==> src/rtl/muldiv_sequencer.sv <==
// Multi-cycle MULT/MULTU/DIV/DIVU engine owning the HI/LO write path; one bit per cycle.
// Optional MULDIV_EARLY_OUT_EN: multiplies stop once the remaining multiplier bits are zero.
module muldiv_sequencer #(
  parameter int WIDTH = 32
) (
  input  logic             clk,
  input  logic             reset,
  input  logic             start,
  input  logic [1:0]       op,
  input  logic [WIDTH-1:0] rs_val,
  input  logic [WIDTH-1:0] rt_val,
  input  logic             flush,
  output logic             busy,
  output logic             stall,
  output logic             done,
  output logic             hilo_write,
  output logic [WIDTH-1:0] hi_out,
  output logic [WIDTH-1:0] lo_out
);

  localparam int CW = $clog2(WIDTH + 1);

  typedef enum logic [2:0] {IDLE, PREP, RUN, FIX, DONE} state_t;

  state_t             state;
  logic [1:0]         op_r;
  logic [WIDTH-1:0]   rs_r, rt_r;
  logic [2*WIDTH-1:0] acc, opnd_a;
  logic [WIDTH-1:0]   opnd_b;
  logic [CW-1:0]      count;
  logic               neg_q, neg_r, div0;

  logic               is_div, signed_op, ge, last_iter;
  logic [WIDTH-1:0]   rs_abs, rt_abs, diff;
  logic [WIDTH:0]     partial;
  logic [2*WIDTH-1:0] mul_sum;

  assign is_div    = op_r[1];
  assign signed_op = ~op_r[0];
  assign rs_abs    = (signed_op && rs_r[WIDTH-1]) ? -rs_r : rs_r;
  assign rt_abs    = (signed_op && rt_r[WIDTH-1]) ? -rt_r : rt_r;

  // Restoring step: partial remainder with the next dividend bit shifted in
  assign partial = acc[2*WIDTH-1:WIDTH-1];
  assign ge      = partial >= {1'b0, opnd_a[WIDTH-1:0]};
  assign diff    = partial[WIDTH-1:0] - opnd_a[WIDTH-1:0];
  assign mul_sum = acc + opnd_a;

  always_comb begin
    last_iter = (count == CW'(1));
`ifdef MULDIV_EARLY_OUT_EN
    if (!is_div && (opnd_b[WIDTH-1:1] == '0))
      last_iter = 1'b1;
`endif
  end

  assign stall      = start | busy;
  assign hilo_write = done;

  always_ff @(posedge clk) begin
    if (reset) begin
      state  <= IDLE;
      busy   <= 1'b0;
      done   <= 1'b0;
      hi_out <= '0;
      lo_out <= '0;
      count  <= '0;
      op_r   <= '0;
      rs_r   <= '0;
      rt_r   <= '0;
      acc    <= '0;
      opnd_a <= '0;
      opnd_b <= '0;
      neg_q  <= 1'b0;
      neg_r  <= 1'b0;
      div0   <= 1'b0;
    end else if (flush && state != IDLE) begin
      state <= IDLE;
      busy  <= 1'b0;
      done  <= 1'b0;
    end else begin
      case (state)
        IDLE: begin
          done <= 1'b0;
          if (start) begin
            op_r  <= op;
            rs_r  <= rs_val;
            rt_r  <= rt_val;
            busy  <= 1'b1;
            state <= PREP;
          end
        end
        PREP: begin
          neg_q <= signed_op & (rs_r[WIDTH-1] ^ rt_r[WIDTH-1]);
          neg_r <= signed_op & rs_r[WIDTH-1];
          div0  <= is_div && (rt_r == '0);
          count <= CW'(WIDTH);
          if (is_div) begin
            acc    <= {{WIDTH{1'b0}}, rs_abs};
            opnd_a <= {{WIDTH{1'b0}}, rt_abs};
          end else begin
            acc    <= '0;
            opnd_a <= {{WIDTH{1'b0}}, rs_abs};
          end
          opnd_b <= rt_abs;
          state  <= RUN;
        end
        RUN: begin
          count <= count - CW'(1);
          if (is_div) begin
            if (ge) acc <= {diff, acc[WIDTH-2:0], 1'b1};
            else    acc <= {partial[WIDTH-1:0], acc[WIDTH-2:0], 1'b0};
          end else begin
            if (opnd_b[0]) acc <= mul_sum;
            opnd_a <= opnd_a << 1;
            opnd_b <= opnd_b >> 1;
          end
          if (last_iter) state <= FIX;
        end
        FIX: begin
          // Divide-by-zero returns the raw dividend in HI whatever the signedness
          if (div0) begin
            hi_out <= rs_r;
            lo_out <= '1;
          end else if (is_div) begin
            hi_out <= neg_r ? -acc[2*WIDTH-1:WIDTH] : acc[2*WIDTH-1:WIDTH];
            lo_out <= neg_q ? -acc[WIDTH-1:0] : acc[WIDTH-1:0];
          end else begin
            {hi_out, lo_out} <= neg_q ? -acc : acc;
          end
          done  <= 1'b1;
          state <= DONE;
        end
        DONE: begin
          done  <= 1'b0;
          busy  <= 1'b0;
          state <= IDLE;
        end
        default: state <= IDLE;
      endcase
    end
  end

endmodule
==> config.mk <==
export PLATFORM = sky130hd
export DESIGN_NAME = muldiv_sequencer
export DESIGN_NICKNAME = d
export VERILOG_FILES = /design/src/rtl/muldiv_sequencer.sv
export SDC_FILE = /design/constraint.sdc
export NUM_CORES = 1
export LEC_CHECK = 0
export ABC_CLOCK_PERIOD_IN_PS = 7570
export CORE_MARGIN = 4
export CORE_UTILIZATION = 42
export CTS_BUF_LIST = sky130_fd_sc_hd__clkbuf_16
export DETAILED_ROUTE_END_ITERATION = 8
export PLACE_DENSITY = 0.56
export SYNTH_ARGS = -nofsm -noshare
export SYNTH_HDL_FRONTEND = slang
export SYNTH_SLANG_ARGS = --single-unit
==> constraint.sdc <==
create_clock -name clk -period 7.57 [get_ports clk]
set_clock_uncertainty 0.1 [all_clocks]
set_input_delay 2.271 -clock clk [delete_from_list [all_inputs] [get_ports clk]]
set_output_delay 2.271 -clock clk [all_outputs]
set_load 0.005 [all_outputs]
==> summary.txt <==
core region area = 0.0500 mm²
post-synth cell types = 86
Peak VDD IR = 0.144 mV
status = completed
Mapped Nets = 3,065
Worst-Margin Slew = 1170 ps
Hold Path Class = flip-flop to flip-flop
GR Util met3 = 3.77%
final std cells w/o fill = 3,605
DR pass1 iterations = 5
CP Buf/Inv Count = 2
Mapped Avg Cell Area = 7.33 µm²
Root Buffer = clkbuf_16
routing usage on met2 = 42.7%
clock buffer depth = 3
maximum level of the CTS H-tree = 2
r2r setup slk = 3160 ps
area leader, netlist = dfxtp_1
GR Util All Layers = 28.8%
Fin. Hold Viols = 0
synthesized instance count = 2,892
Critical Path Most Common Cell = clkdlybuf4s50_1
die width = 233 µm
CP arrival = 3440 ps
met1 Use GR = 43.3%
RSZ-0062 raised after global routing = false
initial antenna violation count = 2
Max Slew Vio Count = 0
CP cell instances = clkdlybuf4s50_1, or2_2, clkdlybuf4s50_1
Worst Setup Slack, final = 1760 ps
dpl ws = 1750 ps
final period utilization = 76.8%
most common cell after layout, fill and taps aside = nand2_1
Total Neg Setup Slack = 0 ps
share of layout cells above drive strength 1 = 4.50%
RR Endpoint = hi_out[14]
drt total wl = 80,700 µm
Synth top area share = 28.7%
Crit. End Element = output port
Port Buffers = 137
CP max stage cell = clkdlybuf4s50_1
Post-synth EDFFs = 0
Starting Density = 42.4%
CP Depth = 3
crit path max fanout = 3
largest net degree at the start of global routing = 109
remaining global-route overflow = 0
CTS Sinks = 304
Worst-path clk slew = 50 ps
static leakage = 9.32 nW
worst setup path endpoint = stall
Ys Warns = 0
leading cell types in the layout, fill and taps excluded = nand2_1 (407), a21oi_1 (319), dfxtp_1 (303)
ys async rst share = 0%
Req. time, crit path = 5200 ps
DRC = 0
Yosys reg bits = 304
ys flop type = dfxtp_1
Clock Latency Late Sink = 570 ps
Net count, final = 3,078
Vias = 21,600
HPWL after detailed placement = 61,400 µm
Seq/Total Area, Yosys = 28.7%
Die Span Y = 233 µm
pwr dens = 178 mW/mm²
routed vias/inst = 5.98
diode count = 0
CTS Hold Bufs = 0
IO Count = 138
Rows = 82
CP startpoint kind = input port
synthesized cell area = 0.0212 mm²
Slew HR = 21.3%
max-capacitance violation count = 0
worst r2r src = acc[2]
Num CTS Buffers = 38
Reg2Reg Depth = 9
antenna-violating nets left = 0
global-route wire length before repair = 121,000 µm
post-DR wirelength/cell = 22.4 µm
CP delay by family, top = buffers and inverters
RePlAce Congestion = 0.946
initial DRC count = 1,855
post_cts resized = 0
CTS tree = done
Max Fclk = 0.172 GHz
max incr delay on CP = 450 ps
launch point of the worst path = start
Area Overhead vs Synth = 13.6%
min cycle time layout = 5810 ps
setup bufs post-CTS = 0
Finish-stage setup viols = 0
crit path kind = input port to output port
Hold WS = 350 ps
Placed Cells = 3,537
vias in the first global route = 19,600
Most Crowded Layer GR = met1
die area = 0.0541 mm²
ranking of synthesized cells by area = dfxtp_1 (29%), a21oi_1 (7.5%), nand2_1 (7.3%)
==> metrics by stage <==
step | power (mW) | util [%] | instance area (µm²)
2_1_floorplan | 2.33 | - | 21200
5_1_grt | 4.47 | 48.2 | 24100
4_1_cts | 4.32 | 48.2 | 24100
6_report | 4.29 | 48.2 | 24100
3_5_place_dp | 2.60 | 45.9 | 22900
3_3_place_gp | 2.59 | 45.9 | 22900
==> sequential cells by signal (all words and copies together) (netlist names), 3 cells and up <==
signal	flops
acc	64
count	6
hi_out	32
lo_out	32
opnd_a	64
opnd_b	32
rs_r	32
rt_r	32
state	3
==> where the power goes <==
group          switching [mW]  leakage, nW  internal, mW  total (mW)
Clock                   0.760        0.587         0.949        1.71
Combinational           0.533         6.27         0.310       0.843
Sequential             0.0903         2.47          1.65        1.74
==> worst min-delay path: stages, from the launching register on <==
cell	delay [ps]
dfxtp_1	310
nand2_1	50
nand2_1	40
==> cell usage after synthesis (all sizes together) (6+ instances only) <==
library cell,n
ha,101
nor2b,15
o21bai,22
buf,24
or3,11
dfxtp,304
o31ai,22
nor2,286
o41ai,9
nor4b,6
nor3,78
xnor2,125
nand4,34
xor2,79
o221ai,6
o211ai,32
or4,17
or2,9
a311oi,17
o22ai,6
a211oi,109
o21ai,174
nor4,29
mux2i,37
a221oi,33
and2,22
a21o,55
nor3b,7
clkbuf,172
nand2b,23
a21oi,319
and3,13
inv,83
a31oi,34
nand2,412
o21a,10
a22oi,10
nand3,82
a221o,6
==> cell type report <==
| class | instances | area, µm² |
|---|---|---|
| inverter | 83 | 312 |
| clock buffer | 38 | 951 |
| fill | 5073 | 25900 |
| sequential | 304 | 6090 |
| tap | 672 | 841 |
| multi-input combinational | 2309 | 14100 |
| clock inverter | 30 | 178 |
| timing repair buffer | 169 | 1620 |
==> routing by layer <==
metal  share of wire, %  wire length (µm)
met1                 48             38900
met2                 42             34000
met3                6.9              5550
met4                2.8              2290
met5                  0                 0
==> cells by family after synthesis <==
family | Yosys count | synth area share [%]
fa+ha+maj | 103 | 6.15
flops | 304 | 28.7
simple gates | 1054 | 22.7
xor+xnor | 204 | 8.43
mux | 41 | 1.96
buf+inv | 279 | 5.10
compound gates | 907 | 26.9
==> worst min-delay path by stage <==
stage	depth (start not counted)	slack, ps	end	startpoint
after detailed placement	2	340	hi_out[23]	hi_out[23]
after global routing	2	390	rs_r[1]	rs_r[1]
after global placement	2	330	hi_out[23]	hi_out[23]
after CTS	2	350	hi_out[23]	hi_out[23]
final	2	350	hi_out[23]	hi_out[23]
after floorplan	2	330	hi_out[23]	hi_out[23]
Note: power is estimated with default switching activity, not from simulation.
